$ cat src/rtl/pipe_hazard_ctrl_pkg.sv
// Shared types and constants for the pipeline hazard controller.
// Latency: n/a (declarations only).
// Backpressure: n/a.
package pipe_hazard_ctrl_pkg;

  // Register-file address width; x0 is hard-wired zero and never hazards.
  localparam int DEF_RADDR_WIDTH  = 5;
  // Multi-cycle counter width; longest EX op holds for 2^W-1 extra cycles.
  localparam int DEF_MC_CNT_WIDTH = 4;

  localparam logic [DEF_RADDR_WIDTH-1:0] ZERO_REG      = '0;
  localparam logic                       WRITE_DISABLE = 1'b0;

  typedef enum logic [1:0] {
    ST_RUN = 2'b00,  // normal issue, hazards evaluated every cycle
    ST_MC  = 2'b01   // multi-cycle op holding EX, front end frozen
  } phc_state_t;

endpackage

$ cat src/rtl/pipe_hazard_ctrl_load_use_detect.sv
// Load-use hazard detector: EX-stage load whose destination feeds an ID source.
// Latency: purely combinational.
// Backpressure: none; result is consumed by the sequencer in the same cycle.
//
// Ports:
//   id_rs1_addr/id_rs1_re, id_rs2_addr/id_rs2_re : ID-stage source operands
//   ex_reg_we, ex_reg_waddr, ex_is_load          : EX-stage destination info
//   load_use                                      : hazard present this cycle
module pipe_hazard_ctrl_load_use_detect #(
  parameter int RADDR_WIDTH = 5
) (
  input  logic [RADDR_WIDTH-1:0] id_rs1_addr,
  input  logic                   id_rs1_re,
  input  logic [RADDR_WIDTH-1:0] id_rs2_addr,
  input  logic                   id_rs2_re,
  input  logic                   ex_reg_we,
  input  logic [RADDR_WIDTH-1:0] ex_reg_waddr,
  input  logic                   ex_is_load,
  output logic                   load_use
);

  logic rs1_hit;
  logic rs2_hit;
  logic ex_dst_live;

  // Writes to x0 are discarded by the register file, so they can never hazard.
  assign ex_dst_live = ex_is_load & ex_reg_we & (ex_reg_waddr != '0);
  assign rs1_hit     = id_rs1_re & (id_rs1_addr == ex_reg_waddr);
  assign rs2_hit     = id_rs2_re & (id_rs2_addr == ex_reg_waddr);
  assign load_use    = ex_dst_live & (rs1_hit | rs2_hit);

endmodule

$ cat src/rtl/pipe_hazard_ctrl.sv
// Pipeline sequencer driving PC / if_id / id_exe stall and flush controls.
// Latency: outputs combinational from state, counter and current inputs.
// Backpressure: multi-cycle EX ops freeze the front end; load-use inserts one bubble.
//
// Ports:
//   clk_i, rst_i (async, active-low)
//   id_rs1_*/id_rs2_*        : ID-stage source operands
//   ex_reg_we_i/ex_reg_waddr_i/ex_is_load_i : EX-stage destination info
//   ex_mc_start_i/ex_mc_cycles_i : multi-cycle op in EX and its extra cycles
//   ex_branch_taken_i        : taken branch/jump resolved in EX
//   stall_pc_o, stall_if_id_o, stall_id_exe_o, flush_if_id_o, flush_id_exe_o, busy_o
module pipe_hazard_ctrl
  import pipe_hazard_ctrl_pkg::*;
#(
  parameter int RADDR_WIDTH  = DEF_RADDR_WIDTH,
  parameter int MC_CNT_WIDTH = DEF_MC_CNT_WIDTH
) (
  input  logic                    clk_i,
  input  logic                    rst_i,
  input  logic [RADDR_WIDTH-1:0]  id_rs1_addr_i,
  input  logic                    id_rs1_re_i,
  input  logic [RADDR_WIDTH-1:0]  id_rs2_addr_i,
  input  logic                    id_rs2_re_i,
  input  logic                    ex_reg_we_i,
  input  logic [RADDR_WIDTH-1:0]  ex_reg_waddr_i,
  input  logic                    ex_is_load_i,
  input  logic                    ex_mc_start_i,
  input  logic [MC_CNT_WIDTH-1:0] ex_mc_cycles_i,
  input  logic                    ex_branch_taken_i,
  output logic                    stall_pc_o,
  output logic                    stall_if_id_o,
  output logic                    stall_id_exe_o,
  output logic                    flush_if_id_o,
  output logic                    flush_id_exe_o,
  output logic                    busy_o
);

  localparam logic [MC_CNT_WIDTH-1:0] CNT_ONE = MC_CNT_WIDTH'(1);

  phc_state_t              state;
  phc_state_t              state_nxt;
  logic [MC_CNT_WIDTH-1:0] cnt;
  logic [MC_CNT_WIDTH-1:0] cnt_nxt;

  logic load_use;
  logic mc_go;

  logic stall_pc;
  logic stall_if_id;
  logic stall_id_exe;
  logic flush_if_id;
  logic flush_id_exe;
  logic busy;

  pipe_hazard_ctrl_load_use_detect #(
    .RADDR_WIDTH (RADDR_WIDTH)
  ) u_load_use_detect (
    .id_rs1_addr  (id_rs1_addr_i),
    .id_rs1_re    (id_rs1_re_i),
    .id_rs2_addr  (id_rs2_addr_i),
    .id_rs2_re    (id_rs2_re_i),
    .ex_reg_we    (ex_reg_we_i),
    .ex_reg_waddr (ex_reg_waddr_i),
    .ex_is_load   (ex_is_load_i),
    .load_use     (load_use)
  );

  // A zero-cycle "multi-cycle" op behaves exactly like a single-cycle one.
  assign mc_go = ex_mc_start_i & (ex_mc_cycles_i != '0);

  always_ff @(posedge clk_i or negedge rst_i) begin
    if (!rst_i) begin
      state <= ST_RUN;
      cnt   <= '0;
    end else begin
      state <= state_nxt;
      cnt   <= cnt_nxt;
    end
  end

  always_comb begin
    state_nxt    = state;
    cnt_nxt      = cnt;
    stall_pc     = 1'b0;
    stall_if_id  = 1'b0;
    stall_id_exe = 1'b0;
    flush_if_id  = 1'b0;
    flush_id_exe = 1'b0;
    busy         = 1'b0;

    case (state)
      ST_RUN: begin
        if (ex_branch_taken_i) begin
          // Wrong-path instructions are squashed; anything they would have
          // stalled on is irrelevant.
          flush_if_id  = 1'b1;
          flush_id_exe = 1'b1;
        end else if (mc_go) begin
          stall_pc     = 1'b1;
          stall_if_id  = 1'b1;
          stall_id_exe = 1'b1;
          cnt_nxt      = ex_mc_cycles_i;
          state_nxt    = ST_MC;
        end else if (load_use) begin
          // Hold the consumer in ID and push a bubble into EX.
          stall_pc     = 1'b1;
          stall_if_id  = 1'b1;
          flush_id_exe = 1'b1;
        end
      end

      ST_MC: begin
        // ex_mc_start_i is deliberately not looked at here: the held op
        // still presents it and must not re-arm the counter.
        busy = 1'b1;
        if (cnt > CNT_ONE) begin
          stall_pc     = 1'b1;
          stall_if_id  = 1'b1;
          stall_id_exe = 1'b1;
          cnt_nxt      = cnt - CNT_ONE;
        end else begin
          // Final cycle (cnt==0 is unreachable but handled the same way,
          // and the counter is clamped so it can never wrap).
          cnt_nxt   = '0;
          state_nxt = ST_RUN;
          if (ex_branch_taken_i) begin
            flush_if_id  = 1'b1;
            flush_id_exe = 1'b1;
          end else if (load_use) begin
            stall_pc     = 1'b1;
            stall_if_id  = 1'b1;
            flush_id_exe = 1'b1;
          end
        end
      end

      default: begin
        state_nxt = ST_RUN;
        cnt_nxt   = '0;
      end
    endcase
  end

  // Outputs are forced low for the whole time reset is asserted, not just
  // after the registers have cleared.
  assign stall_pc_o     = rst_i & stall_pc;
  assign stall_if_id_o  = rst_i & stall_if_id;
  assign stall_id_exe_o = rst_i & stall_id_exe;
  assign flush_if_id_o  = rst_i & flush_if_id;
  assign flush_id_exe_o = rst_i & flush_id_exe;
  assign busy_o         = rst_i & busy;

endmodule

$ cat config.mk
export PLATFORM = sky130hd
export DESIGN_NAME = pipe_hazard_ctrl
export DESIGN_NICKNAME = d
export VERILOG_FILES = /design/src/rtl/pipe_hazard_ctrl_pkg.sv /design/src/rtl/pipe_hazard_ctrl_load_use_detect.sv /design/src/rtl/pipe_hazard_ctrl.sv
export SDC_FILE = /design/constraint.sdc
export NUM_CORES = 1
export LEC_CHECK = 0
export CELL_PAD_IN_SITES_DETAIL_PLACEMENT = 0
export CELL_PAD_IN_SITES_GLOBAL_PLACEMENT = 1
export CORE_MARGIN = 2
export CORE_UTILIZATION = 22
export CTS_CLUSTER_DIAMETER = 80
export CTS_CLUSTER_SIZE = 30
export DETAILED_ROUTE_END_ITERATION = 12
export GPL_ROUTABILITY_DRIVEN = 0
export GPL_TIMING_DRIVEN = 0
export PLACE_DENSITY = 0.79
export SYNTH_ARGS = -nofsm -noshare
export SYNTH_HDL_FRONTEND = slang
export SYNTH_SLANG_ARGS = --single-unit
$ cat constraint.sdc
create_clock -name clk_i -period 1.45 [get_ports clk_i]
set_input_delay 0.145 -clock clk_i [delete_from_list [all_inputs] [get_ports clk_i]]
set_output_delay 0.145 -clock clk_i [all_outputs]
set_load 0.005 [all_outputs]
==> After elaboration in Yosys (flattened, before gate mapping) <==
Index checks and enable logic that the tools add are counted.
{ "op_classes": {"add_sub_neg": 1, "mul": 0, "n_div": 0, "order_cmp": 1, "n_eq_ne": 6, "n_shift": 0, "n_mux": 27, "n_bitwise": 12, "reduce_logical": 5} }
{ "op_table": {"columns": ["op", "n"], "rows": [
  ["1-bit 2-to-1 mux", 15],
  ["4-bit 2-to-1 mux", 3],
  ["1-bit AND", 11],
  ["5-bit equality test", 2],
  ["1-bit one-hot mux with 2 select lines", 4],
  ["4-bit one-hot mux with 2 select lines", 1],
  ["2-bit 2-to-1 mux", 3],
  ["2-bit inequality test (second input constant)", 3],
  ["5-bit nonzero test", 1],
  ["4-bit by 1-bit greater-than comparator with 1-bit output (second input constant)", 1],
  ["2-bit one-hot mux with 2 select lines", 1],
  ["4-bit nonzero test", 1],
  ["4-bit by 1-bit subtractor with 4-bit output (second input constant)", 1],
  ["3-bit AND reduction", 1],
  ["2-bit by 1-bit equality test with 1-bit output (second input constant)", 1],
  ["2-bit logical NOT", 1],
  ["2-bit AND reduction", 1],
  ["1-bit bitwise OR", 1]
]} }
{ "word_totals": {"regBits": 6, "latch_bits": 0, "ram_bits": 0, "mem_bits_ro": 0, "inputBits": 27, "output_inout_bits": 6, "elab_cells": 54, "mem_count": 0} }

==> Longest topological paths before layout <==
{ "depth": {"word_depth": 9, "mapped_depth": 7, "mapped_depth_nobuf": 6} }

==> By module <==
Synthesis repeated with hierarchy kept, for this count alone.
{ "hier_totals": {"hier_cells": 60, "hier_area_um2": 543.0} }
{ "modules_own_cells": {"columns": ["mod", "n_inst", "cells_each", "area_each_um2", "seq_area_each_um2"], "rows": [
  ["pipe_hazard_ctrl", 1, 43, 407.9, 125.1],
  ["pipe_hazard_ctrl_load_use_detect", 1, 17, 135.1, 0.0]
]} }

==> Least setup slack after synthesis <==
No wires, ideal clock.
{ "synth_path": {"kind": "reg2out", "start": "register cnt[0]", "end": "output port stall_pc_o", "t_arrival_ps": 1463, "required_time_ps": 1305, "slack_ps": -158, "path_stages_with_launch": 8, "n_path_buf": 1, "cell_sequence": "dfrtp_1 > inv_1 > ha_1 > nor2_1 > o31ai_4 > a21bo_4 > o2bb2ai_1 > buf_4"} }
{ "synth_between": {"elab_chain_len": 4} }
{ "synth_rtl": {"columns": ["element", "line", "rtl"], "rows": [
  ["start, declared", "pipe_hazard_ctrl.sv:42", "logic [MC_CNT_WIDTH-1:0] cnt;"],
  ["start signal, assigned", "pipe_hazard_ctrl.sv:77", "cnt <= cnt_nxt;"],
  ["4-bit by 1-bit greater-than comparator with 1-bit output", "pipe_hazard_ctrl.sv:116", "if (cnt > CNT_ONE) begin"],
  ["1-bit 2-to-1 mux", null, null],
  ["1-bit one-hot mux with 2 select lines", null, null],
  ["1-bit AND", null, null],
  ["end, declared", "pipe_hazard_ctrl.sv:30", "output logic stall_pc_o,"]
]} }
No other way between the ends.

==> Final worst setup path <==
{ "layout_path": {"start": "register cnt[0]", "end": "output port stall_pc_o"} }
{ "layout_between": {"elab_chain_len": 4} }
{ "layout_rtl": {"columns": ["element", "line", "rtl"], "rows": [
  ["4-bit by 1-bit greater-than comparator with 1-bit output", "pipe_hazard_ctrl.sv:116", null],
  ["1-bit 2-to-1 mux", "pipe_hazard_ctrl.sv:116", null],
  ["1-bit one-hot mux with 2 select lines", "pipe_hazard_ctrl.sv:91", "case (state)"],
  ["1-bit AND", "pipe_hazard_ctrl.sv:146", "assign stall_pc_o = rst_i & stall_pc;"]
]} }
No other way between the ends.

==> results.json <==
{
  "critPathLaunchType": "flip-flop",
  "rows": 17,
  "antennaDiodeCount": 0,
  "drive_above_1_share_pct": 36.4,
  "die_area_um2": 2760,
  "cts_buffers": 3,
  "cts.clk_slew.worst_paths_ns": 0.05,
  "status": "finished, violations left",
  "p_leak_nw": 0.450,
  "final_nets": 129,
  "cts_tree": "built",
  "ios": 33,
  "core_um2": 2210,
  "yosysMostFrequentCell": "xor2_1",
  "cp-end-kind": "primary output",
  "cp-startpoint": "cnt[0]",
  "route.vias.total": 572,
  "synth_area_per_cell_um2": 9.80,
  "cts.htree.levels": 1,
  "area_delta_synth_final_pct": 107,
  "cp_max_fo": 4,
  "drt_iter0_drc": 2,
  "clockRootBuffer": "clkbuf_4",
  "routedWlPerCell_um": 12.7,
  "hp-start": "ex_mc_cycles_i[0]",
  "grt.total_usage_pct": 12.2,
  "portBuffers": 32,
  "ys_seq_elements": 5,
  "post-route-min-period_ns": 1.91,
  "yosysUniqueCellTypes": 27,
  "vdd_ir_drop_max_uv": 828,
  "grt_pass1_wl_mm": 2.40,
  "hold_viol": 0,
  "drv_cap": 0,
  "synth_area_um2": 519,
  "ys_seq_area_share_pct": 24.1,
  "slew_viol_final": 0,
  "grt_pass1_vias": 588,
  "slew-limit-headroom_pct": 75.5,
  "worst-setup-path-type": "flip-flop to primary output",
  "gr-total-overflow": 0,
  "ys.warnings.count": 0,
  "r2r_start": "cnt[0]",
  "viasPerCell": 4.50,
  "tightest_slew_ns": 0.368,
  "drt_pre_antenna_iters": 2,
  "syn_inst": 53,
  "synth-async-reset-ratio_pct": 100,
  "yosysTopAreaCellShare_pct": 24.1,
  "finalHoldWorstSlack_ns": 0.613,
  "rsz0062_at_grt": "true",
  "max_freq_mhz": 523,
  "synth_edf_count": 0,
  "die_w_um": 52.6,
  "setup_viol": 6,
  "ant_nets": 0,
  "num-fill-cells": 225,
  "fin_crit_sh_pct": 132,
  "fp.dieH_um": 52.6,
  "p_per_area_nw_per_um2": 1350,
  "synthFlopType": "dfrtp_1",
  "clock_latency_ns": 0.25,
  "violations": "negative setup slack",
  "clock_skew_ns": 0.00457,
  "synth_top_area_cell": "dfrtp_1",
  "synth_nets": 82,
  "cts_buffer_depth": 2,
  "grt_max_degree": 7,
  "required_ns": 1.31,
  "start_util_pct": 23.5,
  "ys_top_cells_by_count": "8 x xor2_1, 5 x dfrtp_1, 5 x inv_1, 4 x mux2i_1",
  "synth_top_cells_by_area": "dfrtp_1 24%, xor2_1 13%, mux2i_1 7.7%",
  "wl_mm": 1.61,
  "drt_drc_violations_left": 0,
  "cts_sinks": 5,
  "antenna_found_initial": 0,
  "total_power_w": 0.00145,
  "hpwl_mm": 1.11,
  "hold_class": "input pin to flip-flop",
  "setup_ws_ns": -0.460,
  "cp.arrival_ns": 1.77
}
flip-flops by register name (all words and copies together) (netlist names):
name	flops
cnt	4
state	1
cell type report:
class / instances / area (um2) / share of cell area, %
Multi-Input combinational cell: 42 / 470 / 43.8
Timing Repair Buffer: 42 / 388 / 36.1
Sequential cell: 5 / 125 / 11.6
Tap cell: 28 / 35.0 / 3.26
Clock buffer: 4 / 26.3 / 2.44
Inverter: 5 / 18.8 / 1.75
Buffer: 1 / 11.3 / 1.05
worst paths after layout:
kind                         endpoint  slack, ns  cells past startpoint
hold / removal                 cnt[0]       0.61                      3
max in group asynchronous    state[0]       0.57                      2
setup / recovery           stall_pc_o      -0.46                      8
min in group asynchronous      cnt[1]       0.67                      2
setup reg to reg               cnt[3]       0.06                      7
hold reg to reg                cnt[0]       0.64                      1
worst max-delay path, stage by stage, from the launching register on:
cell,delay (ns)
dfrtp_1,0.42
inv_2,0.09
ha_4,0.15
nor2_4,0.04
o31ai_4,0.19
a21bo_4,0.29
o2bb2ai_4,0.12
buf_6,0.12
buf_6,0.10
where the power goes:
part           switching (W)  internal, W
clock              0.0000640     0.000104
combinational       0.000393     0.000565
sequential          0.000110     0.000213
total               0.000567     0.000882
repair_timing:
action	in CTS	in global routing
buffers inserted	9	1
hold endpoints to repair	5	0
pin swaps	8	4
hold buffers	1	0
resized for setup	34	13
endpoints found under the setup margin	6	10
cells by family after synthesis:
kind of cell | share of synthesized area, %
AND/OR/NAND/NOR | 18.3
XOR/XNOR | 18.6
AO/OA/AOI/OAI | 21.4
multiplexers | 7.71
adder cells (fa/ha/maj) | 4.82
buffers and inverters | 5.06
flip-flops | 24.1
through the flow:
stage                     setup WS, ns  cell area [um2]  TNS (ns)  util (%)  instances
after floorplan                 -0.137              531    -0.290         -         53
after global placement          -0.895              886     -4.62      40.0        113
after detailed placement        -0.891              886     -4.57      40.0        113
after CTS                       -0.525             1010     -2.23      45.5        127
after global routing            -0.510             1070     -2.38      48.6        127
final                           -0.460             1070     -2.04      48.6        127
cells in the final DEF (no fill, tap or decap), types with 4 or more instances in the layout:
cell,count
dlygate4sd2_1,4
dfrtp_1,5
buf_4,9
xor2_1,8
clkdlybuf4s50_1,20
mux2i_1,4
metal layers:
layer / track usage [%] / share of wire, % / routed length [um] / vias to the layer above
met4: 6.41 / 1.9 / 31 / 0
met3: 3.71 / 9.4 / 152 / 5
met5: 0 / 0 / 0 / -
li1: - / - / - / 285
met2: 21.3 / 50 / 812 / 25
met1: 13.1 / 38 / 616 / 257
Power figures use the tool's default switching activity.
